===== src/rtl/step_run_pkg.sv =====
// Shared types and constants for the step/run clock-enable controller.
package step_run_pkg;

  typedef enum logic [1:0] {
    IDLE = 2'd0,
    RUN  = 2'd1,
    DONE = 2'd2
  } state_t;

  localparam logic [1:0] MODE_COUNT = 2'b00;
  localparam logic [1:0] MODE_FREE  = 2'b01;
  localparam logic [1:0] MODE_STEP  = 2'b10;

  // The unused encoding 2'b11 behaves exactly like count mode.
  function automatic logic [1:0] norm_mode(input logic [1:0] m);
    return (m == 2'b11) ? MODE_COUNT : m;
  endfunction

endpackage


===== src/rtl/tick_prescaler.sv =====
// Programmable divider: counts 0..term and flags a tick on the terminal value.
module tick_prescaler #(
  parameter int DIV_W = 8
) (
  input  logic             clk,
  input  logic             rst_n,
  input  logic             clr,
  input  logic             freeze,
  input  logic [DIV_W-1:0] term,
  output logic             tick
);

  localparam logic [DIV_W-1:0] ONE = {{(DIV_W-1){1'b0}}, 1'b1};

  logic [DIV_W-1:0] count;

  assign tick = (count == term);

  always_ff @(posedge clk or negedge rst_n) begin
    if (!rst_n) begin
      count <= '0;
    end else if (clr) begin
      count <= '0;
    end else if (!freeze) begin
      count <= tick ? '0 : count + ONE;
    end
  end

endmodule


===== src/rtl/step_run_ctrl.sv =====
// Cycle-run controller: issues counted, free-running or single-stepped
// clock-enable ticks on a set of channels, with a programmable divide ratio.
module step_run_ctrl
  import step_run_pkg::*;
#(
  parameter int CNT_W  = 16,
  parameter int DIV_W  = 8,
  parameter int NUM_CH = 2
) (
  input  logic              clk,
  input  logic              rst_n,
  input  logic              start,
  input  logic [1:0]        mode,
  input  logic [CNT_W-1:0]  cycles,
  input  logic [DIV_W-1:0]  div,
  input  logic [NUM_CH-1:0] ch_mask,
  input  logic              step,
  input  logic              halt,
  output logic [NUM_CH-1:0] ce,
  output logic              busy,
  output logic              done,
  output logic [CNT_W-1:0]  cyc_count
);

  localparam logic [CNT_W-1:0] CNT_ONE = {{(CNT_W-1){1'b0}}, 1'b1};

  state_t            state;
  state_t            state_nxt;
  logic [1:0]        mode_q;
  logic [CNT_W-1:0]  cycles_q;
  logic [DIV_W-1:0]  div_q;
  logic [NUM_CH-1:0] mask_q;
  logic              step_pend;
  logic              presc_tick;
  logic              presc_freeze;
  logic              accept;
  logic              tick;
  logic              last_tick;

  assign accept       = (state == IDLE) && start;
  assign presc_freeze = (state != RUN) || (mode_q == MODE_STEP);

  tick_prescaler #(
    .DIV_W (DIV_W)
  ) u_presc (
    .clk    (clk),
    .rst_n  (rst_n),
    .clr    (accept),
    .freeze (presc_freeze),
    .term   (div_q),
    .tick   (presc_tick)
  );

  // Ticks are derived from registered state only, so ce has no input path.
  assign tick      = (state == RUN) &&
                     ((mode_q == MODE_STEP) ? step_pend : presc_tick);
  assign last_tick = (mode_q == MODE_COUNT) && (cyc_count == cycles_q - CNT_ONE);

  assign ce   = tick ? mask_q : '0;
  assign busy = (state != IDLE);
  assign done = (state == DONE);

  always_ff @(posedge clk or negedge rst_n) begin
    if (!rst_n) begin
      state <= IDLE;
    end else begin
      state <= state_nxt;
    end
  end

  always_comb begin
    state_nxt = state;
    case (state)
      IDLE: begin
        if (start) begin
          if ((norm_mode(mode) == MODE_COUNT) && (cycles == '0)) begin
            state_nxt = DONE;
          end else begin
            state_nxt = RUN;
          end
        end
      end
      RUN: begin
        if (halt || (tick && last_tick)) begin
          state_nxt = DONE;
        end
      end
      DONE:    state_nxt = IDLE;
      default: state_nxt = IDLE;
    endcase
  end

  always_ff @(posedge clk or negedge rst_n) begin
    if (!rst_n) begin
      mode_q   <= MODE_COUNT;
      cycles_q <= '0;
      div_q    <= '0;
      mask_q   <= '0;
    end else if (accept) begin
      mode_q   <= norm_mode(mode);
      cycles_q <= cycles;
      div_q    <= div;
      mask_q   <= ch_mask;
    end
  end

  // A pending step is always consumed in the very next cycle, so following
  // the step input directly gives one tick per sampled-high step.
  always_ff @(posedge clk or negedge rst_n) begin
    if (!rst_n) begin
      step_pend <= 1'b0;
    end else if ((state == RUN) && (mode_q == MODE_STEP)) begin
      step_pend <= step;
    end else begin
      step_pend <= 1'b0;
    end
  end

  always_ff @(posedge clk or negedge rst_n) begin
    if (!rst_n) begin
      cyc_count <= '0;
    end else if (accept) begin
      cyc_count <= '0;
    end else if (tick) begin
      cyc_count <= cyc_count + CNT_ONE;
    end
  end

endmodule


===== config.mk =====
export PLATFORM = sky130hd
export DESIGN_NAME = step_run_ctrl
export DESIGN_NICKNAME = d
export VERILOG_FILES = /design/src/rtl/step_run_pkg.sv /design/src/rtl/tick_prescaler.sv /design/src/rtl/step_run_ctrl.sv
export SDC_FILE = /design/constraint.sdc
export NUM_CORES = 1
export LEC_CHECK = 0
export CAP_MARGIN = 40
export CORE_ASPECT_RATIO = 1.25
export CORE_MARGIN = 2
export CORE_UTILIZATION = 50
export CTS_BUF_LIST = sky130_fd_sc_hd__clkbuf_4
export CTS_CLUSTER_DIAMETER = 150
export DETAILED_ROUTE_END_ITERATION = 6
export GPL_TIMING_DRIVEN = 0
export PLACE_DENSITY = 0.8
export SETUP_SLACK_MARGIN = 0.4
export SYNTH_ARGS = -nofsm -noshare
export SYNTH_HDL_FRONTEND = slang
export SYNTH_SLANG_ARGS = --single-unit
export TNS_END_PERCENT = 30

===== constraint.sdc =====
create_clock -name clk -period 2.8 [get_ports clk]
set_clock_uncertainty 0.15 [all_clocks]
set_input_delay 0.56 -clock clk [delete_from_list [all_inputs] [get_ports clk]]
set_output_delay 0.56 -clock clk [all_outputs]
set_load 0.005 [all_outputs]

Word level (Yosys, flattened, before mapping)
Cells that the tools add are included.
{ "totals": {"ff_bits": 55, "latchBits": 0, "ram_bits": 0, "mem_bits_ro": 0, "input_bits": 33, "output_inout_bits": 20, "wordCells": 49, "n_memories": 0} }
{ "op_classes": {"n_addsub": 3, "mul": 0, "div_mod_pow": 0, "n_lt_le_gt_ge": 0, "n_eq_ne": 10, "shift": 0, "n_mux": 13, "bitwise_logic": 0, "n_reduce_logical": 15} }
{ "op_table": {"columns": ["operator", "n"], "rows": [
  ["$mux W16", 2],
  ["$mux W8", 3],
  ["$add A16 B1 Y16 const B", 1],
  ["$eq A16 B16 Y1", 1],
  ["$logic_not A16 Y1", 1],
  ["$sub A16 B1 Y16 const B", 1],
  ["$mux W2", 5],
  ["$add A8 B1 Y8 const B", 1],
  ["$eq A8 B8 Y1", 1],
  ["$eq A2 B2 Y1 const B", 3],
  ["$logic_and A1 B1 Y1", 6],
  ["$logic_not A2 Y1", 3],
  ["$ne A2 B2 Y1 const B", 3],
  ["$pmux W2 S2", 1],
  ["$reduce_bool A2 Y1", 2],
  ["$eq A2 B1 Y1 const B", 1],
  ["$logic_or A1 B1 Y1", 2],
  ["$mux W1", 2],
  ["$ne A2 B1 Y1 const B", 1],
  ["$reduce_and A2 Y1", 1]
]} }

Depth between registers and ports, before layout
{ "depth": {"depth_word": 7, "depth_mapped": 10, "mapped_depth_nobuf": 8} }

Modules after synthesis
A second synthesis with hierarchy kept.
{ "unflattened": {"cells_unflattened": 305, "hier_area_um2": 3133.0} }
{ "modules_own_cells": {"columns": ["mod", "instances", "cells_each", "area_each_um2", "seq_area_each_um2"], "rows": [
  ["step_run_ctrl", 1, 247, 2596.2, 1176.1],
  ["tick_prescaler", 1, 58, 536.8, 200.2]
]} }

Least setup slack after synthesis
OpenSTA, ideal clock, no wires.
{ "synth_path": {"kind": "register to register", "start": "register cycles_q[0]", "end": "register state[0]", "setup_time_ns": 0.118, "arrival_ns": 2.742, "required_ns": 2.532, "slack_ns": -0.211, "stages_incl_launch_ff": 11, "n_path_buf": 2, "synth_period_minus_slack_ns": 3.011, "path_cell_list": "dfrtp_1 clkbuf_1 inv_1 ha_1 or4b_1 clkbuf_2 or4_1 o311ai_1 o22ai_1 or4_1 a21o_1"} }
{ "synth_via": {"elab_chain_len": 7} }
{ "synth_lines": {"columns": ["item", "line", "rtl"], "rows": [
  ["start: declaration", "step_run_ctrl.sv:30", "logic [CNT_W-1:0] cycles_q;"],
  ["start signal: assignment", "step_run_ctrl.sv:101", "cycles_q <= cycles;"],
  ["$sub A16 B1 Y16", "step_run_ctrl.sv:57", "assign last_tick = (mode_q == MODE_COUNT) && (cyc_count == cycles_q - CNT_ONE);"],
  ["$eq A16 B16 Y1", "step_run_ctrl.sv:57", null],
  ["$logic_and A1 B1 Y1", "step_run_ctrl.sv:57", null],
  ["$logic_and A1 B1 Y1", "step_run_ctrl.sv:84", "if (halt || (tick && last_tick)) begin"],
  ["$logic_or A1 B1 Y1", "step_run_ctrl.sv:84", null],
  ["$ne A2 B2 Y1 (no source line)", null, null],
  ["$reduce_and A2 Y1 (no source line)", null, null],
  ["end signal: assignment", "step_run_ctrl.sv:67", "state <= state_nxt;"],
  ["end: declaration", "step_run_ctrl.sv:27", "state_t state;"]
]} }
Every way passes these cells.
A chain may end at the register's enable or synchronous reset.

Worst setup path in the final report
Same ends and word-level chain as after synthesis.

==> flow_metrics.tcl <==
set metrics [dict create \
    outcome "finished with violations" \
    violations "setup timing" \
    r2r_setup_slack_ns -0.06 \
    max_freq_mhz 349.8 \
    setup_slack_ns -0.05914 \
    clock_latency_ns 0.39 \
    critical_path.cell_chain "clkbuf_8 -> inv_4 -> ha_4 -> or4b_4 -> clkbuf_8 -> or4_4 -> o311ai_4 -> o22ai_2 -> or4_4 -> a21o_1" \
    seq_area_frac_synth_pct 43.31 \
    seqCellArea_sq_um 1376 \
    crit_arrival_ns 2.98 \
    clock_power_share_pct 10.8 \
    yosys_warnings 0 \
    first_pass_iters 4 \
    drive_gt1_share_pct 11.36 \
    final_cell_mix "98 x nand2_1, 55 x dfrtp_1, 49 x clkdlybuf4s50_1" \
    leakagePower_nw 1.808 \
    first_iter_violations 138 \
    core_area_sq_um 6166 \
    cts_tree "yes" \
    pin_count 53 \
    worst-path-max-fanout 5 \
    place_ws_ns -0.5930 \
    synth-edff-count 0 \
    reg2reg_from "cycles_q[0]" \
    grt_usage_pct 24.81 \
    sw_frac_of_total_pct 42.12 \
    viasPerCell 5.547 \
    yosysTopAreaCellShare_pct 43.31 \
    pwr-share-comb_pct 49.3 \
    relSlewSlack_pct 48.57 \
    cp_slowest_cell "or4b_4" \
    final.fill_count 534 \
    pwr_density_cell_nw_per_um2 761.6 \
    rr_endpoint "state[0]" \
    gp_congestion 0.9891 \
    port_buffers 52 \
    crit_type "reg2reg" \
    maxCapViolations 0 \
    avgSynthCellArea_sq_um 8.520 \
    syn_to_final_growth_pct 30.47 \
    drc 0 \
    row_count 32 \
    critPathMaxStageDelay_ns 0.45 \
    placed_cells 513 \
    rsz0062_at_grt "yes" \
    hold_start "mask_q[0]" \
    r2r_cells 10 \
    ys_seq_elements 55 \
    synth_nets 411 \
    fp.dieH_um 93.14 \
    required_ns 2.92 \
    die_area_sq_um 7014 \
    numCtsBuffers 5 \
    syn_area_sq_um 3178 \
    num_vias 2962 \
    ir_drop_v 0.0004696 \
    period_share_pct 102.1 \
    grt_max_degree 39 \
    dp_hpwl_um 6118 \
    stdcell_count 534 \
    synthArstFlopShare_pct 100.0 \
    seqPwrFrac_pct 39.9 \
    setup_viol 1 \
    cts_buffer_depth 2 \
    total_power_mw 3.158 \
    hold_end "mask_q[0]" \
    critPathLaunchType "flip-flop" \
    nets 486 \
    overflow 0 \
    totalWireLength_um 8064 \
    fp.dieW_um 75.31 \
    min_period_ns 2.859 \
    hold_viol 0 \
    worst_slew_pin_slew_ns 0.7608 \
    root_buffer "clkbuf_4" \
    p_sw_mw 1.330 \
    postRouteAntennaNets 0 \
    cts.reportedPaths.clkPinSlew_ns 0.16 \
    worst_hold_path.num_cells 2 \
    ys.flop_type "dfrtp_1" \
    antenna_found_initial 0 \
    synth_area_leaders "dfrtp_1 43%, nand2_1 12%, xnor2_1 6.9%" \
    fin_setup_tns_ns -0.05914 \
    multi_input_area_sq_um 1822 \
    hp-class "reg2reg" \
    initial_core_util_pct 51.54 \
    grt_pass1_vias 2894 \
    htree_num_levels 2 \
    syn_inst 373 \
    insertedDiodeCount 0 \
    cts_num_sinks 55 \
    layout_commonest_cell "nand2_1" \
    maxSlewViolCount 0 \
    wl_per_cell_um 15.10 \
    cp-end-kind "flip-flop" \
    grt_pass1_wl_um 13400 \
    p_int_mw 1.828 \
    yosysTopAreaCell "dfrtp_1" \
    synth_cell_type_count 47 \
]
[cells in the mapped netlist (4+ instances only)]
cell	n
o32ai_1	4
ha_1	5
xor2_1	16
nor4_1	9
nor3_1	5
nor2_1	30
o21ai_0	7
xnor2_1	25
nand2_1	98
and3_1	4
dfrtp_1	55
nand4_1	16
and2_1	9
inv_1	10
clkbuf_1	14
or4_1	4
nand3_1	8
a21oi_1	8
[metal layers]
layer / global-route usage, % / vias to the layer above / wire length (um)
met4: 12.13 / 0 / 357
li1: - / 1437 / -
met3: 4.526 / 24 / 253
met1: 29.75 / 1438 / 3297
met2: 41.74 / 63 / 4156
met5: 0 / - / 0
[power by group through the flow]
stage	registers, mW	logic (mW)	clock network [mW]
floorplan	1.21	1.02	0
global route	1.30	1.72	0.381
global placement	1.26	1.33	0
detailed placement	1.27	1.38	0
finish	1.26	1.56	0.341
CTS	1.25	1.54	0.353
[timing repair]
| item | CTS | global route |
|---|---|---|
| resized for setup | 30 | 3 |
| endpoints found under the setup margin | 13 | 5 |
| buffers inserted | 12 | 0 |
| endpoints found under the hold margin | 17 | 0 |
| pin swaps | 4 | 0 |
| cloned | 0 | 0 |
| hold buffers | 1 | 0 |
[cell families (layout without fill, tap and decap cells)]
kind of cell | after synthesis | in the layout | share of synthesized area [%]
simple gates | 203 | 203 | 30.35
flops | 55 | 55 | 43.31
xor+xnor | 41 | 41 | 11.30
fa+ha+maj | 5 | 5 | 1.969
mux | 2 | 2 | 0.6693
compound gates | 41 | 41 | 9.292
buf+inv | 26 | 102 | 3.110
[per-stage QoR]
step	cell area (sq um)	utilization, %	hold slack (ns)
floorplan	3246	-	0.1144
global placement	3872	62.80	0.3024
detailed placement	3897	63.21	0.3122
CTS	4133	67.03	0.3450
global route	4146	67.25	0.3866
finish	4146	67.25	0.3415
[area by class of cell]
type | instances | share of cell area (%)
multi-input combinational | 292 | 43.93
sequential | 55 | 33.19
timing repair buffer | 68 | 15.63
tap | 85 | 2.565
buffer | 16 | 2.444
clock buffer | 6 | 1.086
inverter | 10 | 0.9656
clock inverter | 2 | 0.1810
[critical path, delay by kind of cell (launching register included)]
kind / cells / cell delay, ns
AND/OR/NAND/NOR: 3 / 1.33
buffers and inverters: 3 / 0.37
flip-flops: 1 / 0.40
adder cells (fa/ha/maj): 1 / 0.12
AO/OA/AOI/OAI: 3 / 0.37
[flip-flops by register name (all words and copies together) (netlist names)]
signal and count:
u_presc.count 8, mask_q 2, mode_q 2, div_q 8, cyc_count 16, state 2
step_pend 1, cycles_q 16
[how the worst max path moves through the flow]
stage	startpoint	to	depth (start not counted)
detailed placement	state[0]	ce[0]	8
CTS	cycles_q[0]	state[0]	10
global placement	mode_q[1]	ce[0]	7
floorplan	cycles_q[0]	state[0]	10
finish	cycles_q[0]	state[0]	10
global route	cycles_q[0]	state[0]	10
Note: power is estimated with default switching activity, not from simulation.
